===== src/rtl/lcd_power_seq_if.sv =====
// Signal bundle between the display enable logic and lcd_power_seq.
// Macro LCD_BL_PWM_EN adds the backlight duty input.
interface lcd_power_seq_if;
  logic       en_i;
  logic       vsync_i;
  logic       panel_pwr_o;
  logic       timing_run_o;
  logic       data_en_o;
  logic       bl_en_o;
  logic       ready_o;
  logic       fault_o;
  logic [2:0] state_o;
`ifdef LCD_BL_PWM_EN
  logic [7:0] bl_duty_i;

  modport master (
    output en_i, vsync_i, bl_duty_i,
    input  panel_pwr_o, timing_run_o, data_en_o, bl_en_o,
    input  ready_o, fault_o, state_o
  );

  modport slave (
    input  en_i, vsync_i, bl_duty_i,
    output panel_pwr_o, timing_run_o, data_en_o, bl_en_o,
    output ready_o, fault_o, state_o
  );
`else
  modport master (
    output en_i, vsync_i,
    input  panel_pwr_o, timing_run_o, data_en_o, bl_en_o,
    input  ready_o, fault_o, state_o
  );

  modport slave (
    input  en_i, vsync_i,
    output panel_pwr_o, timing_run_o, data_en_o, bl_en_o,
    output ready_o, fault_o, state_o
  );
`endif
endinterface


===== src/rtl/lcd_power_seq.sv =====
// LCD panel power / timing / data / backlight sequencer.
// Counts frames from the active-low VSYNC of the timing generator.
// Macro LCD_BL_PWM_EN: backlight is PWM-gated by bus.bl_duty_i.
module lcd_power_seq #(
  parameter int unsigned CNT_W         = 24,
  parameter int unsigned PWR_DLY       = 270000,
  parameter int unsigned SETTLE_FRAMES = 4,
  parameter int unsigned BL_DLY        = 270000,
  parameter int unsigned OFF_FRAMES    = 2,
  parameter int unsigned VS_TIMEOUT    = 1048575
) (
  input logic CLK,
  input logic RST,
  lcd_power_seq_if.slave bus
);

  typedef enum logic [2:0] {
    S_OFF      = 3'd0,
    S_PWR_UP   = 3'd1,
    S_RUN_WAIT = 3'd2,
    S_BL_DLY   = 3'd3,
    S_ON       = 3'd4,
    S_BL_OFF   = 3'd5,
    S_PWR_DN   = 3'd6,
    S_FAULT    = 3'd7
  } state_t;

  localparam logic [CNT_W-1:0] PWR_LAST    = CNT_W'(PWR_DLY - 1);
  localparam logic [CNT_W-1:0] SETTLE_LAST = CNT_W'(SETTLE_FRAMES - 1);
  localparam logic [CNT_W-1:0] BL_LAST     = CNT_W'(BL_DLY - 1);
  localparam logic [CNT_W-1:0] OFF_LAST    = CNT_W'(OFF_FRAMES - 1);
  localparam logic [CNT_W-1:0] TO_LAST     = CNT_W'(VS_TIMEOUT - 1);

  state_t           state;
  state_t           state_nx;
  logic [CNT_W-1:0] cnt;
  logic [CNT_W-1:0] to;
  logic             vs_q;
  logic             frame_edge;
  logic             cnt_step;
  logic             to_active;

  assign frame_edge = vs_q & ~bus.vsync_i;
  assign to_active  = (state == S_RUN_WAIT) || (state == S_BL_OFF);

  // State register and VSYNC edge history
  always_ff @(posedge CLK) begin
    if (RST) begin
      state <= S_OFF;
      vs_q  <= 1'b1;
    end else begin
      state <= state_nx;
      vs_q  <= bus.vsync_i;
    end
  end

  // Shared delay/frame counter and VSYNC watchdog, both restart on every state change
  always_ff @(posedge CLK) begin
    if (RST) begin
      cnt <= '0;
      to  <= '0;
    end else begin
      if (state_nx != state)
        cnt <= '0;
      else if (cnt_step)
        cnt <= cnt + CNT_W'(1);

      if ((state_nx != state) || frame_edge || !to_active)
        to <= '0;
      else if (to != '1)
        to <= to + CNT_W'(1);
    end
  end

  // Next-state selection; en_i drop has priority wherever it is honoured
  always_comb begin
    state_nx = state;
    cnt_step = 1'b0;
    case (state)
      S_OFF: begin
        if (bus.en_i) state_nx = S_PWR_UP;
      end
      S_PWR_UP: begin
        cnt_step = 1'b1;
        if (!bus.en_i)             state_nx = S_PWR_DN;
        else if (cnt == PWR_LAST)  state_nx = S_RUN_WAIT;
      end
      S_RUN_WAIT: begin
        cnt_step = frame_edge;
        if (!bus.en_i)                              state_nx = S_BL_OFF;
        else if (to == TO_LAST)                     state_nx = S_FAULT;
        else if (frame_edge && cnt == SETTLE_LAST)  state_nx = S_BL_DLY;
      end
      S_BL_DLY: begin
        cnt_step = 1'b1;
        if (!bus.en_i)            state_nx = S_BL_OFF;
        else if (cnt == BL_LAST)  state_nx = S_ON;
      end
      S_ON: begin
        if (!bus.en_i) state_nx = S_BL_OFF;
      end
      S_BL_OFF: begin
        cnt_step = frame_edge;
        if ((frame_edge && cnt == OFF_LAST) || (to == TO_LAST))
          state_nx = S_PWR_DN;
      end
      S_PWR_DN: begin
        cnt_step = 1'b1;
        if (cnt == PWR_LAST) state_nx = S_OFF;
      end
      S_FAULT: begin
        if (!bus.en_i) state_nx = S_OFF;
      end
      default: state_nx = S_OFF;
    endcase
  end

`ifdef LCD_BL_PWM_EN
  logic [7:0] pwm_cnt;
  logic       bl_pwm_q;

  // Free-running PWM period counter and registered backlight gate
  always_ff @(posedge CLK) begin
    if (RST) begin
      pwm_cnt  <= '0;
      bl_pwm_q <= 1'b0;
    end else begin
      pwm_cnt  <= pwm_cnt + 8'd1;
      bl_pwm_q <= (state == S_ON) && (pwm_cnt < bus.bl_duty_i);
    end
  end
`endif

  // Output decode of the registered state
  always_comb begin
    bus.panel_pwr_o  = 1'b0;
    bus.timing_run_o = 1'b0;
    bus.data_en_o    = 1'b0;
    bus.bl_en_o      = 1'b0;
    bus.ready_o      = 1'b0;
    bus.fault_o      = 1'b0;
    bus.state_o      = state;
    case (state)
      S_PWR_UP, S_PWR_DN: begin
        bus.panel_pwr_o = 1'b1;
      end
      S_RUN_WAIT, S_BL_OFF: begin
        bus.panel_pwr_o  = 1'b1;
        bus.timing_run_o = 1'b1;
      end
      S_BL_DLY: begin
        bus.panel_pwr_o  = 1'b1;
        bus.timing_run_o = 1'b1;
        bus.data_en_o    = 1'b1;
      end
      S_ON: begin
        bus.panel_pwr_o  = 1'b1;
        bus.timing_run_o = 1'b1;
        bus.data_en_o    = 1'b1;
`ifndef LCD_BL_PWM_EN
        bus.bl_en_o      = 1'b1;
`endif
        bus.ready_o      = 1'b1;
      end
      S_FAULT: begin
        bus.fault_o = 1'b1;
      end
      default: ;
    endcase
`ifdef LCD_BL_PWM_EN
    bus.bl_en_o = bl_pwm_q;
`endif
  end

endmodule

===== src/flat_wrapper.sv =====
// flat-port wrapper written by rule: the top's interface ports become plain ports
module lcd_power_seq_flat 
#(
  parameter int unsigned CNT_W         = 24,
  parameter int unsigned PWR_DLY       = 270000,
  parameter int unsigned SETTLE_FRAMES = 4,
  parameter int unsigned BL_DLY        = 270000,
  parameter int unsigned OFF_FRAMES    = 2,
  parameter int unsigned VS_TIMEOUT    = 1048575
)
  (CLK, RST, bus_en_i, bus_vsync_i, bus_panel_pwr_o, bus_timing_run_o, bus_data_en_o, bus_bl_en_o, bus_ready_o, bus_fault_o, bus_state_o);
  lcd_power_seq_if bus_i ();
  input logic CLK;
  input logic RST;
  input wire logic [$bits(bus_i.en_i)-1:0] bus_en_i;
  input wire logic [$bits(bus_i.vsync_i)-1:0] bus_vsync_i;
  output wire logic [$bits(bus_i.panel_pwr_o)-1:0] bus_panel_pwr_o;
  output wire logic [$bits(bus_i.timing_run_o)-1:0] bus_timing_run_o;
  output wire logic [$bits(bus_i.data_en_o)-1:0] bus_data_en_o;
  output wire logic [$bits(bus_i.bl_en_o)-1:0] bus_bl_en_o;
  output wire logic [$bits(bus_i.ready_o)-1:0] bus_ready_o;
  output wire logic [$bits(bus_i.fault_o)-1:0] bus_fault_o;
  output wire logic [$bits(bus_i.state_o)-1:0] bus_state_o;
  assign bus_i.en_i = bus_en_i;
  assign bus_i.vsync_i = bus_vsync_i;
  assign bus_panel_pwr_o = bus_i.panel_pwr_o;
  assign bus_timing_run_o = bus_i.timing_run_o;
  assign bus_data_en_o = bus_i.data_en_o;
  assign bus_bl_en_o = bus_i.bl_en_o;
  assign bus_ready_o = bus_i.ready_o;
  assign bus_fault_o = bus_i.fault_o;
  assign bus_state_o = bus_i.state_o;
  lcd_power_seq #(.CNT_W(CNT_W), .PWR_DLY(PWR_DLY), .SETTLE_FRAMES(SETTLE_FRAMES), .BL_DLY(BL_DLY), .OFF_FRAMES(OFF_FRAMES), .VS_TIMEOUT(VS_TIMEOUT)) u_core (.CLK(CLK), .RST(RST), .bus(bus_i));
endmodule

===== config.mk =====
export PLATFORM = sky130hd
export DESIGN_NAME = lcd_power_seq_flat
export DESIGN_NICKNAME = d
export VERILOG_FILES = /design/src/rtl/lcd_power_seq_if.sv /design/src/rtl/lcd_power_seq.sv /design/src/flat_wrapper.sv
export SDC_FILE = /design/constraint.sdc
export NUM_CORES = 1
export LEC_CHECK = 0
export CAP_MARGIN = 20
export CORE_ASPECT_RATIO = 1.1
export CORE_MARGIN = 5
export CORE_UTILIZATION = 62
export DETAILED_ROUTE_END_ITERATION = 6
export GPL_TIMING_DRIVEN = 0
export PLACE_DENSITY = 0.84
export SLEW_MARGIN = 30
export SYNTH_ARGS = -nofsm -noshare
export SYNTH_HDL_FRONTEND = slang
export SYNTH_SLANG_ARGS = --single-unit

===== constraint.sdc =====
create_clock -name CLK -period 3.2 [get_ports CLK]
set_input_delay 0.64 -clock CLK [delete_from_list [all_inputs] [get_ports CLK]]
set_output_delay 0.64 -clock CLK [all_outputs]
set_load 0.03 [all_outputs]

# [After elaboration in Yosys (flattened, before gate mapping)]
# Index checks and enable logic that the tools add are counted.
[word_totals] regBits=52 input_bits=4 wordCells=55
[classes] addsub=2 n_eq_ne=13 n_mux=19 bitwise=2 n_reduce_logical=15
[ops] op="24-bit by 1-bit adder with 24-bit output, second input constant" count=2
[ops] op="3-bit two-way mux" count=12
[ops] op="24-bit by 1-bit == test with 1-bit output, second input constant" count=1
[ops] op="24-bit by 19-bit == test with 1-bit output, second input constant" count=1
[ops] op="24-bit by 2-bit == test with 1-bit output, second input constant" count=1
[ops] op="24-bit by 20-bit == test with 1-bit output, second input constant" count=1
[ops] op="24-bit inequality test, second input constant" count=1
[ops] op="3-bit case mux with 8 select lines" count=1
[ops] op="3-bit == test, second input constant" count=4
[ops] op="2-bit OR reduction" count=4
[ops] op="3-bit by 2-bit == test with 1-bit output, second input constant" count=2
[ops] op="6-bit OR reduction" count=1
[ops] op="1-bit two-way mux" count=5
[ops] op="1-bit logical OR" count=4
[ops] op="4-bit OR reduction" count=1
[ops] op="3-bit by 1-bit == test with 1-bit output, second input constant" count=1
[ops] op="3-bit zero test" count=1
[ops] op="3-bit inequality test" count=1
[ops] op="3-bit OR reduction" count=1
[ops] op="1-bit logical AND" count=2
[ops] op="1-bit case mux with 2 select lines" count=1
[ops] op="1-bit bitwise AND" count=1
[ops] op="1-bit zero test" count=1
[ops] op="1-bit NOT" count=1

# [Logic depth before layout (Yosys ltp)]
[depth] ltp_word=11 mapped_depth=9 mapped_depth_nobuf=8

# [Worst setup path before layout]
# No wires, ideal clock.
[synth_timing] kind="reg-to-output" startpoint="register u_core.state[0] (netlist: u_core.bus.state_o[0])" endpoint="output port bus_panel_pwr_o" arrival_time_ns=1.730 t_required_ns=2.560 slack_ns=0.830 stages_incl_launch_ff=5 path_buffers=1 path_cell_list="dfxtp_1 -> clkbuf_1 -> nand2_1 -> nor2_1 -> a21oi_1"
[synth_via] elab_chain_cells=3 elab_cells_between_ends=8
[synth_lines] element="start: declaration" line_no="lcd_power_seq.sv:34" source="state_t state;"
[synth_lines] element="start signal: assignment" line_no="lcd_power_seq.sv:52" source="state <= state_nx;"
[synth_lines] element="3-bit by 1-bit == test with 1-bit output (tied with other cells)" line_no="lcd_power_seq.sv:143" source="case (state)"
[synth_lines] element="6-bit OR reduction (no line) *"
[synth_lines] element="1-bit two-way mux *" line_no="lcd_power_seq.sv:143"
[synth_lines] element="end: declaration" line_no="flat_wrapper.sv:17" source="output wire logic [$bits(bus_i.panel_pwr_o)-1:0] bus_panel_pwr_o;"
# Mark *: on every way between the ends. The rest lies on a longest branch, timed or not.

# [Final worst setup path]
[layout_timing] startpoint="register u_core.state[0] (netlist: u_core.bus.state_o[0])" endpoint="output port bus_fault_o"
[layout_via] elab_chain_cells=2
[layout_lines] element="3-bit == test" line_no="lcd_power_seq.sv:143"
[layout_lines] element="1-bit two-way mux" line_no="lcd_power_seq.sv:143"
[layout_lines] element="end: declaration" line_no="flat_wrapper.sv:22" source="output wire logic [$bits(bus_i.fault_o)-1:0] bus_fault_o;"
# Every way passes these cells.

==> flow_metrics.py <==
metrics = {
    "route": {
        "drc": 0,
        "met2_length_um": 2440,
        "highest_layer": "met4",
        "drt-wirelength-per-cell_um": 13.4,
        "dr.pass1.iters": 4,
        "viasPerCell": 5.81,
        "wl_met1_um": 2620,
        "first_iter_violations": 101,
        "ant_nets": 0,
        "wl_met3_um": 210,
        "wl_um": 5410,
        "vias": 2353,
    },
    "clock_network": {
        "clk_latency_ns": 0.31,
        "clk_pin_slew_worst_paths_ns": 0.09,
        "hold_buffers": 0,
        "cts_made_buffers": 5,
        "cts_buffer_depth": 2,
        "cts-resized-gates": 0,
        "cts_tree": "yes",
        "post_cts_buffers": 0,
        "htree_levels": 2,
        "cts_sinks": 52,
        "cts-root-buf": "clkbuf_8",
    },
    "synthesis": {
        "ys_ff_latch": 52,
        "syn-num-nets": 339,
        "ys_seq_area_share_pct": 36.8,
        "yosys.area_share.simple_pct": 31.9,
        "synth_top_family_by_area": "simple AND/OR/NAND/NOR gates",
        "syn-instance-count": 331,
        "yosys_warnings": 0,
        "synth_flop_cell": "dfxtp_1",
        "avgSynthCellArea_um2": 8.54,
        "synth_compound_area_share_pct": 10.5,
        "synth_xor_area_share_pct": 14.6,
        "async_reset_ff_share_pct": 0,
        "synth_area_um2": 2830,
        "yosysUniqueCellTypes": 56,
        "synthAdderAreaFrac_pct": 1.77,
        "synth-edff-count": 0,
        "synth.area.mux_share_pct": 0.354,
    },
    "flow_run": {
        "maxCapViolCount": 0,
    },
    "finish": {
        "area_delta_synth_final_pct": 9.96,
        "fin_nets": 358,
        "antenna_cells": 0,
        "drive_gt1_share_pct": 9.12,
        "postLayoutCoreUtil_pct": 71.5,
    },
    "grt": {
        "grt_max_degree": 16,
        "grt-ovfl-total": 0,
        "grt_use_total_pct": 20.4,
        "antenna_found_initial": 0,
        "grt_pass1_wl_um": 9690,
        "grt_pass1_vias": 2201,
    },
    "power": {
        "worst_ir_drop_vdd_uv": 219,
        "leakage_nw": 1.06,
        "p_clk_share_pct": 30.2,
        "p_comb_share_pct": 17.9,
        "internal-power_uw": 924,
        "seqPwrFrac_pct": 51.9,
        "power.density_nw_per_um2": 416,
        "p_sw_uw": 368,
        "swShare_pct": 28.5,
    },
    "sta": {
        "worst_pin_slew_ns": 0.591,
        "slew_headroom_pct": 60.2,
        "period_share_pct": 85.8,
        "fin_tns_setup_ns": 0,
        "rsz0062_at_grt": "no",
        "slew_violations": 0,
        "setup_viol": 0,
        "fin_skew_ns": 0.00998,
        "fmax_mhz": 364,
        "min_period_ns": 2.74,
        "worst_slack_ns": 0.455,
        "finalHoldViolCount": 0,
        "timing.hold.ws_ns": 0.530,
    },
    "place": {
        "portBuffers": 12,
        "place_ws_ns": 0.504,
        "place_congestion": 0.838,
        "dp.final_hpwl_um": 3950,
    },
    "floorplanning": {
        "io_pins": 13,
        "die_height_um": 80.8,
        "initial_core_util_pct": 65.0,
        "row_count": 25,
        "die_x_um": 74.4,
        "core_um2": 4350,
        "die-area_um2": 6010,
    },
    "outcome": {
        "run_status": "finished, final reports clean",
    },
    "setup_path": {
        "cp_max_fo": 10,
        "slowest_stage": "clkdlybuf4s50_1",
        "required_ns": 2.56,
        "cp-start-kind": "flip-flop",
        "critPathMaxStageDelay_ns": 0.69,
        "crit_buf_inv": 2,
        "worstSetupEndpointType": "output port",
        "crit_chain": "clkbuf_1 > nand2_1 > nor2_1 > clkdlybuf4s50_1",
        "cpLargestDelayFamily": "buffers and inverters",
        "crit_type": "flip-flop to output port",
        "crit_arrival_ns": 2.10,
    },
    "hold_path": {
        "min_path_type": "flip-flop to flip-flop",
    },
}
## synthesized netlist by cell type (2+ instances only)
master	count	area share, %
a211oi_1	2	0.53
a21boi_2	2	0.80
a21oi_1	9	1.6
a31oi_1	2	0.44
and2_1	4	0.89
and3_1	10	2.2
and4_1	9	2.8
and4_2	2	0.71
buf_2	3	0.53
buf_6	4	1.6
clkbuf_1	4	0.53
dfxtp_1	52	37
ha_1	4	1.8
inv_1	6	0.80
nand2_1	24	3.2
nand3_1	19	3.4
nand4_1	13	2.9
nor2_1	60	8.0
nor2b_1	3	0.66
nor3_1	12	2.1
nor4_1	3	0.66
nor4b_1	2	0.62
o21ai_0	3	0.53
o22ai_1	2	0.44
xnor2_1	18	5.6
xor2_1	29	9.0
## tightest hold or removal path, stage by stage, from the launching register on
cell	delay, ns
dfxtp_1	0.36
xor2_1	0.07
nor2_1	0.07
## cell type report
type,instances,area (um^2)
inverters,7,26.3
clock inverters,1,7.51
repair buffers,12,120
fillers,346,1240
well taps,54,67.6
plain buffers,13,87.6
flip-flops and latches,52,1040
clock buffers,7,86.3
multi-input cells,259,1670
## layer usage
layer  up-vias  track usage, %
met3        12            3.84
met2        50            33.0
met1      1084            26.0
li1       1207               -
met4         0            9.79
met5         -               0
## state kept, by name (all words and copies together), names as in the netlist
signal              flops
u_core.vs_q             1
u_core.to              24
u_core.cnt             24
u_core.bus.state_o      3
## cell usage in the layout, fill, tap and decap left out, drive strengths merged, types with 12 or more instances in the layout
cell type and count:
xor2 29, nand4 14, nor3 12, clkdlybuf4s50 12, clkbuf 12, dfxtp 52, nand2 24, xnor2 18
nor2 60, and4 12, nand3 20
## power by group through the flow
stage / registers, mW / logic [mW] / clock network, mW
6_report: 0.671 / 0.231 / 0.390
5_1_grt: 0.673 / 0.253 / 0.432
4_1_cts: 0.671 / 0.231 / 0.404
3_5_place_dp: 0.686 / 0.230 / 0
3_3_place_gp: 0.685 / 0.226 / 0
2_1_floorplan: 0.694 / 0.156 / 0
## path summary, 6_finish.rpt
path,startpoint,end,slack [ns],cells past startpoint
hold reg to reg,u_core.cnt[23],u_core.cnt[23],0.53,2
setup / recovery,u_core.bus.state_o[0],bus_fault_o,0.46,4
hold / removal,u_core.cnt[23],u_core.cnt[23],0.53,2
setup reg to reg,u_core.cnt[4],u_core.to[12],1.04,7
## logic make-up (layout without fill, tap and decap cells)
group | Yosys count | count (layout)
adders and majority gates | 4 | 4
muxes | 1 | 1
buffers and inverters | 20 | 40
xor gates and xnor gates | 47 | 47
DFF | 52 | 52
and+or+nand+nor | 171 | 171
AOI/OAI and AO/OA | 36 | 36
## through the flow
step | cells | cell area [um^2] | total power, mW
after floorplan | 331 | 2830 | 0.850
after global placement | 397 | 3010 | 0.912
after detailed placement | 397 | 3010 | 0.916
after CTS | 405 | 3110 | 1.31
after global routing | 405 | 3110 | 1.36
final | 405 | 3110 | 1.29
Power figures use the tool's default switching activity.
